<file path="src/rtl/cell_plotter_pkg.sv">
// Shared definitions for the grid-cell display path: plotter state encoding,
// colour constants and the cell geometry that the coordinate translator also uses.
package cell_plotter_pkg;

  typedef enum logic [1:0] {
    ST_IDLE  = 2'd0,
    ST_DRAW  = 2'd1,
    ST_CLEAR = 2'd2,
    ST_DONE  = 2'd3
  } plot_state_e;

  localparam logic [2:0] COLOUR_BLACK = 3'b000;
  localparam logic [2:0] COLOUR_RED   = 3'b100;
  localparam logic [2:0] COLOUR_WHITE = 3'b111;

  // Cells sit on an 11x8 pitch, so a 10x7 box leaves a 1-pixel gap between neighbours.
  localparam int CELL_PITCH_X  = 11;
  localparam int CELL_PITCH_Y  = 8;
  localparam int CELL_ORIGIN_X = 28;
  localparam int CELL_ORIGIN_Y = 30;
  localparam int CELL_BOX_W    = 10;
  localparam int CELL_BOX_H    = 7;
  localparam int SCREEN_W_DEF  = 160;
  localparam int SCREEN_H_DEF  = 120;

  function automatic logic on_border(input logic [7:0] dx, input logic [7:0] dy,
                                     input logic [7:0] w_last, input logic [7:0] h_last);
    return (dx == 8'd0) || (dx == w_last) || (dy == 8'd0) || (dy == h_last);
  endfunction

endpackage

</file>
<file path="src/rtl/cell_plotter_if.sv">
// Request/pixel bundle between the cell-coordinate translator (master) and the
// plotter (slave); the pixel side feeds the VGA adapter write port.
interface cell_plotter_if;
  import cell_plotter_pkg::*;

  // start/clear are level requests, sampled only on an edge where the plotter is
  // IDLE (busy=0); anything asserted while busy=1 is dropped, never queued.
  logic        start;
  logic        clear;
  logic [7:0]  x_in;
  logic [7:0]  y_in;
  logic [2:0]  colour_in;
  logic        draw_full;
  logic [7:0]  vga_x;
  logic [7:0]  vga_y;
  logic [2:0]  vga_colour;
  logic        plot;
  logic        busy;
  logic        done;
  plot_state_e dbg_state;

  modport master (
    output start, clear, x_in, y_in, colour_in, draw_full,
    input  vga_x, vga_y, vga_colour, plot, busy, done, dbg_state
  );

  modport slave (
    input  start, clear, x_in, y_in, colour_in, draw_full,
    output vga_x, vga_y, vga_colour, plot, busy, done, dbg_state
  );
endinterface

</file>
<file path="src/rtl/cell_plotter_raster_counter.sv">
// 2-D raster offset counter: dx runs fastest, dy steps when dx wraps at its limit.
// Exposes the next values so the owner can register outputs in step with the count.
module cell_plotter_raster_counter (
  input  logic       clock,
  input  logic       reset,
  input  logic       load_i,
  input  logic       en_i,
  input  logic [7:0] w_last_i,
  input  logic [7:0] h_last_i,
  output logic [7:0] dx_o,
  output logic [7:0] dy_o,
  output logic [7:0] dx_next_o,
  output logic [7:0] dy_next_o,
  output logic       last_o
);
  logic [7:0] dx_q, dx_d, dy_q, dy_d;
  logic [7:0] w_last_q, w_last_d, h_last_q, h_last_d;

  always_comb begin
    dx_d     = dx_q;
    dy_d     = dy_q;
    w_last_d = w_last_q;
    h_last_d = h_last_q;
    if (load_i) begin
      dx_d     = 8'd0;
      dy_d     = 8'd0;
      w_last_d = w_last_i;
      h_last_d = h_last_i;
    end else if (en_i) begin
      if (dx_q == w_last_q) begin
        dx_d = 8'd0;
        dy_d = dy_q + 8'd1;
      end else begin
        dx_d = dx_q + 8'd1;
      end
    end
  end

  always_ff @(posedge clock or negedge reset) begin
    if (!reset) begin
      dx_q     <= 8'd0;
      dy_q     <= 8'd0;
      w_last_q <= 8'd0;
      h_last_q <= 8'd0;
    end else begin
      dx_q     <= dx_d;
      dy_q     <= dy_d;
      w_last_q <= w_last_d;
      h_last_q <= h_last_d;
    end
  end

  assign dx_o      = dx_q;
  assign dy_o      = dy_q;
  assign dx_next_o = dx_d;
  assign dy_next_o = dy_d;
  assign last_o    = (dx_q == w_last_q) && (dy_q == h_last_q);
endmodule

</file>
<file path="src/rtl/cell_plotter.sv">
// Rasterises one cell request (or a full-screen clear) into per-pixel VGA writes,
// one pixel per clock, with every output registered.
module cell_plotter
  import cell_plotter_pkg::*;
#(
  parameter int BOX_W    = CELL_BOX_W,
  parameter int BOX_H    = CELL_BOX_H,
  parameter int SCREEN_W = SCREEN_W_DEF,
  parameter int SCREEN_H = SCREEN_H_DEF
) (
  input  logic           clock,
  input  logic           reset,
  cell_plotter_if.slave  bus
);
  localparam logic [7:0] BOX_W_LAST = 8'(BOX_W - 1);
  localparam logic [7:0] BOX_H_LAST = 8'(BOX_H - 1);
  localparam logic [7:0] SCR_W_LAST = 8'(SCREEN_W - 1);
  localparam logic [7:0] SCR_H_LAST = 8'(SCREEN_H - 1);

  plot_state_e state_q, state_d;
  logic [7:0]  x0_q, x0_d, y0_q, y0_d;
  logic [2:0]  col_q, col_d;
  logic        full_q, full_d;
  logic [7:0]  vga_x_q, vga_x_d, vga_y_q, vga_y_d;
  logic [2:0]  vga_col_q, vga_col_d;
  logic        plot_q, plot_d, busy_q, busy_d, done_q, done_d;

  logic        cnt_load, cnt_en, cnt_last;
  logic [7:0]  w_last_sel, h_last_sel;
  logic [7:0]  dx, dy, dx_next, dy_next;

  cell_plotter_raster_counter u_raster (
    .clock     (clock),
    .reset     (reset),
    .load_i    (cnt_load),
    .en_i      (cnt_en),
    .w_last_i  (w_last_sel),
    .h_last_i  (h_last_sel),
    .dx_o      (dx),
    .dy_o      (dy),
    .dx_next_o (dx_next),
    .dy_next_o (dy_next),
    .last_o    (cnt_last)
  );

  // Next-state: the counter holds the offsets of the pixel currently on the outputs.
  always_comb begin
    state_d    = state_q;
    cnt_load   = 1'b0;
    cnt_en     = 1'b0;
    w_last_sel = BOX_W_LAST;
    h_last_sel = BOX_H_LAST;
    x0_d       = x0_q;
    y0_d       = y0_q;
    col_d      = col_q;
    full_d     = full_q;
    case (state_q)
      ST_IDLE: begin
        if (bus.clear) begin
          state_d    = ST_CLEAR;
          cnt_load   = 1'b1;
          w_last_sel = SCR_W_LAST;
          h_last_sel = SCR_H_LAST;
        end else if (bus.start) begin
          state_d  = ST_DRAW;
          cnt_load = 1'b1;
          x0_d     = bus.x_in;
          y0_d     = bus.y_in;
          col_d    = bus.colour_in;
          full_d   = bus.draw_full;
        end
      end
      ST_DRAW, ST_CLEAR: begin
        if (cnt_last) state_d = ST_DONE;
        else          cnt_en  = 1'b1;
      end
      default: state_d = ST_IDLE;
    endcase
  end

  // Outputs are computed from the next state so pixel 0 appears right after the request edge.
  always_comb begin
    vga_x_d   = vga_x_q;
    vga_y_d   = vga_y_q;
    vga_col_d = vga_col_q;
    plot_d    = 1'b0;
    busy_d    = (state_d != ST_IDLE);
    done_d    = (state_d == ST_DONE);
    case (state_d)
      ST_DRAW: begin
        vga_x_d   = x0_d + dx_next;
        vga_y_d   = y0_d + dy_next;
        vga_col_d = col_d;
        plot_d    = full_d || on_border(dx_next, dy_next, BOX_W_LAST, BOX_H_LAST);
      end
      ST_CLEAR: begin
        vga_x_d   = dx_next;
        vga_y_d   = dy_next;
        vga_col_d = COLOUR_BLACK;
        plot_d    = 1'b1;
      end
      default: ;
    endcase
  end

  always_ff @(posedge clock or negedge reset) begin
    if (!reset) begin
      state_q   <= ST_IDLE;
      x0_q      <= 8'd0;
      y0_q      <= 8'd0;
      col_q     <= 3'd0;
      full_q    <= 1'b0;
      vga_x_q   <= 8'd0;
      vga_y_q   <= 8'd0;
      vga_col_q <= 3'd0;
      plot_q    <= 1'b0;
      busy_q    <= 1'b0;
      done_q    <= 1'b0;
    end else begin
      state_q   <= state_d;
      x0_q      <= x0_d;
      y0_q      <= y0_d;
      col_q     <= col_d;
      full_q    <= full_d;
      vga_x_q   <= vga_x_d;
      vga_y_q   <= vga_y_d;
      vga_col_q <= vga_col_d;
      plot_q    <= plot_d;
      busy_q    <= busy_d;
      done_q    <= done_d;
    end
  end

  assign bus.vga_x      = vga_x_q;
  assign bus.vga_y      = vga_y_q;
  assign bus.vga_colour = vga_col_q;
  assign bus.plot       = plot_q;
  assign bus.busy       = busy_q;
  assign bus.done       = done_q;
  assign bus.dbg_state  = state_q;

  // dx/dy are observed only through the next-value path.
  logic unused_cnt;
  assign unused_cnt = ^{dx, dy};
endmodule

</file>
<file path="src/flat_wrapper.sv">
// flat-port wrapper written by rule: the top's interface ports become plain ports
module cell_plotter_flat import cell_plotter_pkg::*;
#(
  parameter int BOX_W    = CELL_BOX_W,
  parameter int BOX_H    = CELL_BOX_H,
  parameter int SCREEN_W = SCREEN_W_DEF,
  parameter int SCREEN_H = SCREEN_H_DEF
)
  (clock, reset, bus_start, bus_clear, bus_x_in, bus_y_in, bus_colour_in, bus_draw_full, bus_vga_x, bus_vga_y, bus_vga_colour, bus_plot, bus_busy, bus_done, bus_dbg_state);
  cell_plotter_if bus_i ();
  input  logic clock;
  input  logic reset;
  input wire logic [$bits(bus_i.start)-1:0] bus_start;
  input wire logic [$bits(bus_i.clear)-1:0] bus_clear;
  input wire logic [$bits(bus_i.x_in)-1:0] bus_x_in;
  input wire logic [$bits(bus_i.y_in)-1:0] bus_y_in;
  input wire logic [$bits(bus_i.colour_in)-1:0] bus_colour_in;
  input wire logic [$bits(bus_i.draw_full)-1:0] bus_draw_full;
  output wire logic [$bits(bus_i.vga_x)-1:0] bus_vga_x;
  output wire logic [$bits(bus_i.vga_y)-1:0] bus_vga_y;
  output wire logic [$bits(bus_i.vga_colour)-1:0] bus_vga_colour;
  output wire logic [$bits(bus_i.plot)-1:0] bus_plot;
  output wire logic [$bits(bus_i.busy)-1:0] bus_busy;
  output wire logic [$bits(bus_i.done)-1:0] bus_done;
  output wire logic [$bits(bus_i.dbg_state)-1:0] bus_dbg_state;
  assign bus_i.start = bus_start;
  assign bus_i.clear = bus_clear;
  assign bus_i.x_in = bus_x_in;
  assign bus_i.y_in = bus_y_in;
  assign bus_i.colour_in = bus_colour_in;
  assign bus_i.draw_full = bus_draw_full;
  assign bus_vga_x = bus_i.vga_x;
  assign bus_vga_y = bus_i.vga_y;
  assign bus_vga_colour = bus_i.vga_colour;
  assign bus_plot = bus_i.plot;
  assign bus_busy = bus_i.busy;
  assign bus_done = bus_i.done;
  assign bus_dbg_state = bus_i.dbg_state;
  cell_plotter #(.BOX_W(BOX_W), .BOX_H(BOX_H), .SCREEN_W(SCREEN_W), .SCREEN_H(SCREEN_H)) u_core (.clock(clock), .reset(reset), .bus(bus_i));
endmodule
</file>
<file path="config.mk">
export PLATFORM = sky130hd
export DESIGN_NAME = cell_plotter_flat
export DESIGN_NICKNAME = d
export VERILOG_FILES = /design/src/rtl/cell_plotter_pkg.sv /design/src/rtl/cell_plotter_if.sv /design/src/rtl/cell_plotter_raster_counter.sv /design/src/rtl/cell_plotter.sv /design/src/flat_wrapper.sv
export SDC_FILE = /design/constraint.sdc
export NUM_CORES = 1
export LEC_CHECK = 0
export CORE_MARGIN = 2
export CORE_UTILIZATION = 35
export CTS_BUF_LIST = sky130_fd_sc_hd__clkbuf_4 sky130_fd_sc_hd__clkbuf_8
export DETAILED_ROUTE_END_ITERATION = 10
export PLACE_DENSITY = 0.65
export SLEW_MARGIN = 25
export SYNTH_ARGS = -nofsm -noshare
export SYNTH_HDL_FRONTEND = slang
export SYNTH_SLANG_ARGS = --single-unit
</file>
<file path="constraint.sdc">
create_clock -name clock -period 7.9 [get_ports clock]
set_input_delay 2.37 -clock clock [delete_from_list [all_inputs] [get_ports clock]]
set_output_delay 2.37 -clock clock [all_outputs]
set_load 0.03 [all_outputs]
</file>
-- Word-level counts from Yosys, hierarchy flattened
Cells that the tools add are included.
- add/subtract/negate cells: 4
- equal/unequal tests: 9
- multiplexer cells: 35
- reductions and logical operators: 11
- operator list (kind ; number):
    $mux 8 ; 15
    $pmux 8 s2 ; 2
    $add 8x1->8 const B ; 2
    $add 8x8->8 ; 2
    $eq 8x8->1 ; 2
    $logic_not 8->1 ; 2
    $mux 3 ; 3
    $eq 8x3->1 const B ; 1
    $eq 8x4->1 const B ; 1
    $mux 1 ; 8
    $mux 7 ; 1
    $eq 2x2->1 const B ; 3
    $mux 2 ; 3
    $pmux 3 s2 ; 1
    $eq 2x1->1 const B ; 2
    $logic_or 1x1->1 ; 4
    $pmux 2 s2 ; 1
    $reduce_bool 2->1 ; 2
    $logic_not 2->1 ; 1
    $pmux 1 s2 ; 1
    $reduce_or 2->1 ; 1
    $logic_and 1x1->1 ; 1
- register bits: 76
- input bits: 24
- output and inout bits: 24
- word-level logic and storage cells: 74

-- Longest topological paths before layout
Gate-level depths: netlist of run 1.
- word-level depth: 12
- gate-level depth with buffers: 17
- depth with buffers taken out: 16

-- Hierarchy
Synthesis of run 1 repeated with hierarchy kept, for this count alone.
- cell total of the unflattened synthesis: 400
- area total of the unflattened synthesis: 4306.6 µm²
- modules (own cells, without submodules) (module ; times used ; cells each ; area each (µm²) ; sequential area each (µm²)):
    cell_plotter ; 1 ; 259 ; 2608.8 ; 1101.1
    cell_plotter_raster_counter ; 1 ; 141 ; 1697.9 ; 800.8

-- Worst setup path before layout of run 1
No wires, ideal clock.
- path kind: in2reg
- start point: input port bus_clear
- end point: register u_core.vga_y_q[7], in the netlist u_core.bus.vga_y[7]
- setup time: 0.104 ns
- arrival: 5.081 ns
- data required time: 7.796 ns
- setup slack: 2.716 ns
- cell stages on the path: 14
- buffers on the path: 2
- path through: nor2b_1 nand2_1 buf_1 buf_1 mux2i_1 inv_1 ha_1 a21o_1 a21oi_1 o21ai_0 a21oi_1 o21a_1 xnor2_1 o311ai_1
- elaborated cells between the ends (all ways): 12
- classes of those cells: add/sub: 1; eq/ne: 2; mux: 8; reduce/logical: 1
- RTL lines (what ; RTL line ; RTL):
    start: declaration ; flat_wrapper.sv:14 ; input wire logic [$bits(bus_i.clear)-1:0] bus_clear;
    $mux 8 ; cell_plotter.sv:59 ; if (bus.clear) begin
    $mux 8 ; cell_plotter.sv:57 ; case (state_q)
    net u_core.y0_d[1] ; cell_plotter.sv:21 ; logic [7:0] x0_q, x0_d, y0_q, y0_d;
    $add 8x8->8 ; cell_plotter.sv:92 ; vga_y_d = y0_d + dy_next;
    $pmux 8 s2 ; cell_plotter.sv:89 ; case (state_d)
    end signal: assignment ; cell_plotter.sv:126 ; vga_y_q <= vga_y_d;
    end: declaration ; cell_plotter.sv:24 ; logic [7:0] vga_x_q, vga_x_d, vga_y_q, vga_y_d;
The timed path passes the listed nets, and every way through them passes these cells.
A chain may end at the register's enable or synchronous reset.

-- Worst setup path after layout of run 1
- start point: input port bus_clear
- end point: register u_core.vga_x_q[6], in the netlist u_core.bus.vga_x[6]
- elaborated cells between the ends (all ways): 12
- classes of those cells: add/sub: 1; eq/ne: 2; mux: 8; reduce/logical: 1
- RTL lines (what ; RTL line ; RTL):
    $mux 8 ; cell_plotter.sv:59 ;
    $mux 8 ; cell_plotter.sv:57 ;
    net u_core.x0_d[0] ; cell_plotter.sv:21 ;
    $add 8x8->8 ; cell_plotter.sv:91 ; vga_x_d = x0_d + dx_next;
    $pmux 8 s2 ; cell_plotter.sv:89 ;
    end signal: assignment ; cell_plotter.sv:125 ; vga_x_q <= vga_x_d;
    end: declaration ; cell_plotter.sv:24 ;
The timed path passes the listed nets, and every way through them passes these cells.

==> out/qor.txt, run 1 <==
outcome: finished, final reports clean
Synth cell types: 63
first-pass GRT wire length: 14.55 mm
crit path time final: 5527 ps
crit path DAT: 5810 ps
Die Height: 107.8 um
Final Hold Vio Count: 0
Adder-Cell Fraction of Synth Area: 8.361%
Buffers on Ports: 47
DRT iter0 DRCs: 110
vias in the first global route: 3070
largest family of logic cells by synthesized area: compound AO/OA/AOI/OAI gates
Final Max Slew Viols: 0
Worst-Skew Late Latency: 350 ps
Synth area leaders: dfrtp_1 41%, ha_1 7.3%, mux2_2 4.8%
Critical Path Source Type: input pin
# nets final: 471
final period utilization: 69.97%
WL per Instance: 15.22 um
cell taking the most area after synthesis: dfrtp_1
Slew HR: 33.32%
Max Cap Viol: 0
Final TNS setup: 0 ps
post_cts resized: 0
Worst Setup Path Type: input pin to flip-flop
# hold bufs at CTS: 0
top cell type's share of synthesized area: 41.14%
dpl ws: 2016 ps
Synth top cells by count: 62 x dfrtp_1, 31 x nor2_1, 25 x a21oi_1, 25 x nand2_1
PD cells: 425.2 mW/mm^2
number of buffers created by CTS: 9
1st-pass router iterations: 4
Worst-path clk slew: 70 ps
Critical Path Fanout Max: 12
post-route cell area: 0.004643 mm^2
critical path buffer and inverter count: 3
Worst Setup Slack, final: 2373 ps
Post-DRT Antenna Nets: 0
share of cells above drive strength 1: 13.08%
post-synth net total: 421
area of the mapped netlist: 0.003771 mm^2
synthesis-stage register bit count: 62
CP max-delay cell: clkdlybuf4s50_1
Max Freq: 0.1809 GHz
DP HPWL: 6.212 mm
Hold Crit Class: flip-flop to flip-flop
CP required: 8190 ps
critical-path cell list: clkdlybuf4s50_1 > nor2b_1 > nand2_1 > buf_4 > mux2_2 > ha_1 > inv_1 > fa_1 > nor2b_1 > o21ai_0 > a21boi_0 > o21a_1 > nor3_1 > o311ai_1 > o21a_1
final WL: 8.585 mm
htree depth: 3
Top FF cell, synth: dfrtp_1
leak pwr: 1.988 nW
Post-synth ARST share: 100.0%
post-synthesis sequential area ratio: 41.14%
count leader, synth: dfrtp_1
largest net degree at the start of global routing: 63
post-synthesis cell count: 373
initial antenna violation count: 0
ANT cells: 0
Mean Syn Cell Area: 10.11 um^2
YS warnings: 0
vias per std cell: 5.287
die area: 0.01162 mm^2
maximum root-to-sink buffer count: 2
RSZ-0062 raised after global routing: false
area post-placement: 0.004388 mm^2
final setup fails: 0
row count: 37
nature of the critical path endpoint: flip-flop
CTS Root Cell: clkbuf_8
number of flops mapped to enable cells by yosys: 0
Sink Count: 62
R2R Setup Slk: 3920 ps
simple-gate share of the synthesized area: 15.43%
Top delay family on crit path: compound AO/OA/AOI/OAI gates
VDD IR max: 238.8 uV
Crit path largest cell delay: 470 ps
Post-Synth XOR/XNOR Area: 3.019%
total number of vias: 2982
gpl congestion: 0.8118
initial core utilization: 36.20%
total congestion overflow: 0
io pins: 48
area grow syn2layout: 23.13%
Core Box Area: 0.01042 mm^2
post-synthesis compound-gate area fraction: 19.54%
Worst-Margin Slew: 987.3 ps
CTS tree: yes
mux share of post-synthesis cell area: 8.660%
Final Skew: 12.46 ps
drc violations: 0
Die W: 107.8 um
setup bufs post-CTS: 0
All-Layer GR Usage: 15.66%
==> worst reg2reg max path: cells and delay by family (launching register included) <==
family                     cells  cell delay, ps
buffers and inverters          1              60
AOI/OAI and AO/OA              7            2140
adders and majority gates      2             610
xor gates and xnor gates       1             120
and+or+nand+nor                3             480
DFF                            1             490
==> layer usage <==
layer | GRT usage (%) | vias up | part of all wire [%]
met4 | 6.593 | 0 | 1.6
met5 | 0 | - | 0
met2 | 25.07 | 62 | 47
met3 | 2.482 | 14 | 3.7
li1 | - | 1456 | -
met1 | 21.00 | 1450 | 48
==> cells in the final DEF, fill, tap and decap left out, drive strengths merged, types with 7 or more instances in the layout <==
cell type      synthesis  layout
clkdlybuf4s50          0      46
nor2                  31      31
mux2                  16      16
ha                    22      22
nand2                 25      25
dfrtp                 62      62
mux2i                 13      13
o21a                   9       9
clkbuf                 8      11
nand2b                12      12
o21ai                 18      18
a21oi                 26      26
o311ai                 7       7
xnor2                 11      11
nor3                  10      10
inv                   23      24
==> where the power goes <==
| part | internal [mW] | leakage [nW] | total [mW] | switching [mW] |
|---|---|---|---|---|
| combinational | 0.454 | 1.09 | 1.10 | 0.645 |
| sequential | 0.449 | 0.768 | 0.513 | 0.0638 |
| clock | 0.228 | 0.130 | 0.362 | 0.134 |
| total | 1.13 | 1.99 | 1.97 | 0.844 |
==> cells by family after synthesis <==
group,count (synthesis)
AO/OA/AOI/OAI,98
XOR/XNOR,13
adder cells (fa/ha/maj),24
buffers and inverters,36
flip-flops,62
multiplexers,29
AND/OR/NAND/NOR,111
==> flip-flops by register name, summed over array words and instances, names as in the netlist, 2 cells and up <==
name,cells
u_core.bus.dbg_state,2
u_core.u_raster.dy_o,8
u_core.u_raster.w_last_q,2
u_core.u_raster.dx_o,8
u_core.bus.vga_x,8
u_core.x0_q,8
u_core.col_q,3
u_core.y0_q,8
u_core.bus.vga_colour,3
u_core.bus.vga_y,8
==> final cells by class <==
cell class | count | area (um^2)
clock buffer | 11 | 151.4
multi-input combinational | 275 | 2077
inverter | 23 | 86.33
clock inverter | 5 | 103.9
sequential | 62 | 1551
tap | 136 | 170.2
fill | 987 | 5773
timing repair buffer | 52 | 503.0
==> stage by stage <==
stage               power, mW  util, %  hold slack, ps  cells
finish                  1.974    44.58           483.8    564
global route            2.135    44.58           514.2    564
CTS                     1.992    44.58           488.4    564
detailed placement      1.621    42.13           472.7    548
global placement        1.598    42.10           461.0    548
floorplan               1.317        -           471.3    373
==> path summary, 6_finish.rpt <==
kind,cells after the start,start,endpoint
min in group asynchronous,2,reset,u_core.bus.vga_colour[2]$_DFFE_PN0P_
worst max-delay path,15,bus_clear,u_core.bus.vga_x[6]$_DFFE_PN0P_
worst min-delay path,1,u_core.bus.vga_x[6]$_DFFE_PN0P_,u_core.bus.vga_x[6]$_DFFE_PN0P_
worst max register to register,14,u_core.u_raster.w_last_q[4]$_DFFE_PN0P_,u_core.bus.vga_x[6]$_DFFE_PN0P_
max in group asynchronous,2,reset,u_core.u_raster.dx_o[6]$_DFF_PN0_
worst min register to register,1,u_core.bus.vga_x[6]$_DFFE_PN0P_,u_core.bus.vga_x[6]$_DFFE_PN0P_
No activity file was read; power rests on OpenSTA's default activity.
==> run 2: changes to the inputs <==
--- a/config.mk
+++ b/config.mk
@@ -9,7 +9,7 @@
 export CORE_UTILIZATION = 35
 export CTS_BUF_LIST = sky130_fd_sc_hd__clkbuf_4 sky130_fd_sc_hd__clkbuf_8
 export DETAILED_ROUTE_END_ITERATION = 10
-export PLACE_DENSITY = 0.65
+export PLACE_DENSITY = 0.67
 export SLEW_MARGIN = 25
 export SYNTH_ARGS = -nofsm -noshare
 export SYNTH_HDL_FRONTEND = slang
==> constraint.sdc (replaced) <==
create_clock -name clock -period 4.7 [get_ports clock]
set_input_delay 1.41 -clock clock [delete_from_list [all_inputs] [get_ports clock]]
set_output_delay 1.41 -clock clock [all_outputs]
set_load 0.03 [all_outputs]
==> run 2 against run 1 <==
Effect of this change: core utilization barely moved; first-iteration DRC count increased by 44%; total power is 64% higher; clock skew is 1.9 ps higher; combinational power increased by 75%; design area increased by 0.11%; sequential share of layout area about the same; critical path type unchanged; largest cell class unchanged.
==> out/qor.txt, run 2 (same netlist as run 1, synthesis figures left out) <==
GRT met2 Usage: 24.12% (-0.94 points)
final WL: 8.644 mm (+0.69%)
CTS Root Cell: clkbuf_8
Worst Setup Path Type: input pin to flip-flop
# hold bufs at CTS: 0 (unchanged)
initial core utilization: 36.20% (unchanged)
# nets final: 477 (+1.3%)
Final Max Slew Viols: 0 (unchanged)
final setup fails: 0 (unchanged)
GRT met3 Usage: 3.027% (+0.54 points)
grt met1 use: 23.12% (+2.1 points)
Max Freq: 0.2393 GHz
commonest cells after routing, fill and taps aside: 62 x dfrtp_1, 46 x clkdlybuf4s50_1, 31 x nor2_1, 25 x nand2_1, 25 x a21oi_1
nature of the critical path endpoint: flip-flop
Post-DRT Antenna Nets: 0 (unchanged)
initial antenna violation count: 0 (unchanged)
Die Height: 107.8 um (unchanged)
register area: 0.001551 mm^2 (unchanged)
ANT cells: 0 (unchanged)
Hold Crit Class: flip-flop to flip-flop
CTS tree: yes
Final TNS setup: 0 ps (unchanged)
DP Cell Count: 554 (+1.1%)
post_cts resized: 0 (unchanged)
vias per std cell: 5.304 (+0.31%)
outcome: finished, final reports clean
maximum root-to-sink buffer count: 2 (unchanged)
WL per Instance: 15.16 um (-0.37%)
total number of vias: 3023 (+1.4%)
Max Cap Viol: 0 (unchanged)
crit path time final: 4180 ps
DP HPWL: 6.376 mm (+2.6%)
crit path DAT: 4460 ps (-1350 ps)
1st-pass router iterations: 4 (unchanged)
drc violations: 0 (unchanged)
RSZ-0062 raised after global routing: false
All-Layer GR Usage: 16.31% (+0.65 points)
Worst-path clk slew: 70 ps (about the same)
Final Skew: 14.31 ps (+1.855 ps)
Core Box Area: 0.01042 mm^2 (unchanged)
Worst Setup SP: bus_clear
Slew HR: 64.57% (+31 points)
die area: 0.01162 mm^2 (unchanged)
largest net degree at the start of global routing: 42 (-33%)
DRT iter0 DRCs: 158 (+44%)
PD cells: 696.6 mW/mm^2 (+64%)
Post-Layout Cell Count: 570 (+1.1%)
Worst-Skew Late Latency: 340 ps (about the same)
multi-input logic area: 0.002074 mm^2 (-0.12%)
row count: 37 (unchanged)
htree depth: 3 (unchanged)
Sink Count: 62 (unchanged)
vias in the first global route: 3100 (+0.98%)
Final Power: 3.238 mW (+64%)
Buffers on Ports: 47 (unchanged)
leak pwr: 1.999 nW (+0.56%)
Critical Path Fanout Max: 17 (+5)
io pins: 48 (unchanged)
Die W: 107.8 um (unchanged)
Worst-Margin Slew: 531.5 ps (-455.8 ps)
worst reg2reg path startpoint: u_core.bus.dbg_state[1]$_DFF_PN0_
number of buffers created by CTS: 9 (unchanged)
CP required: 4980 ps (-3210 ps)
setup bufs post-CTS: 0 (unchanged)
VDD IR max: 376.4 uV (+58%)
Critical Path Source Type: input pin
first-pass GRT wire length: 15.12 mm (+3.9%)
final period utilization: 88.93%
GRT busiest layer: met2
commonest non-fill, non-tap cell in the layout: dfrtp_1
total congestion overflow: 0 (unchanged)
Hold Startpoint: u_core.bus.vga_x[6]$_DFFE_PN0P_
gpl congestion: 0.8768 (+8.0%)
share of cells above drive strength 1: 14.06% (+0.97 points)
area grow syn2layout: 23.26%
Final Hold Vio Count: 0 (unchanged)
fill count: 984 (-0.30%)
[run 2: through the flow]
step | worst slack [ps] | hold slack, ps | util [%] | area (um^2)
after floorplan | 475.6 | 471.3 | - | 3771
after global placement | 257.0 | 477.2 | 42.77 | 4456
after detailed placement | 165.5 | 472.5 | 42.77 | 4456
after CTS | 518.3 | 498.5 | 44.60 | 4646
after global routing | 187.4 | 512.5 | 44.62 | 4648
final | 520.5 | 494.3 | 44.62 | 4648
[run 2: final timing paths]
path	endpoint	slack [ps]	depth (start not counted)
setup / recovery	u_core.bus.vga_x[6]$_DFFE_PN0P_	520	15
hold / removal	u_core.bus.vga_x[6]$_DFFE_PN0P_	490	1
setup reg to reg	u_core.bus.vga_y[6]$_DFFE_PN0P_	920	16
hold reg to reg	u_core.bus.vga_x[6]$_DFFE_PN0P_	490	1
max in group asynchronous	u_core.y0_q[4]$_DFF_PN0_	2980	2
min in group asynchronous	u_core.bus.vga_colour[2]$_DFFE_PN0P_	1040	1
[run 2: area by class of cell]
class,instances,area share [%]
flip-flops and latches,62,33.38
clock inverters,3,0.3769
well taps,136,3.661
clock buffers,13,3.715
multi-input cells,275,44.63
inverters,23,1.857
repair buffers,58,12.38
[run 2: worst max-delay path, stage by stage]
cell	delay, ps
clkdlybuf4s50_1	470
o21ai_1	270
buf_12	180
nand2_1	120
nor2_1	230
ha_1	210
inv_1	60
fa_1	370
nor2b_1	160
o21ai_0	120
a21boi_0	240
o21a_1	160
nor3_1	50
o311ai_1	260
o21a_1	150
[run 2: report_power, final]
group / internal (mW) / switching (mW)
Clock: 0.239 / 0.212
Sequential: 0.754 / 0.108
Combinational: 0.820 / 1.10
Total: 1.81 / 1.42
[run 2: layer usage]
layer	wire [um]	part of all wire, %
met3	321	3.7
met1	4212	49
met2	3836	44
met4	274	3.2
met5	0	0
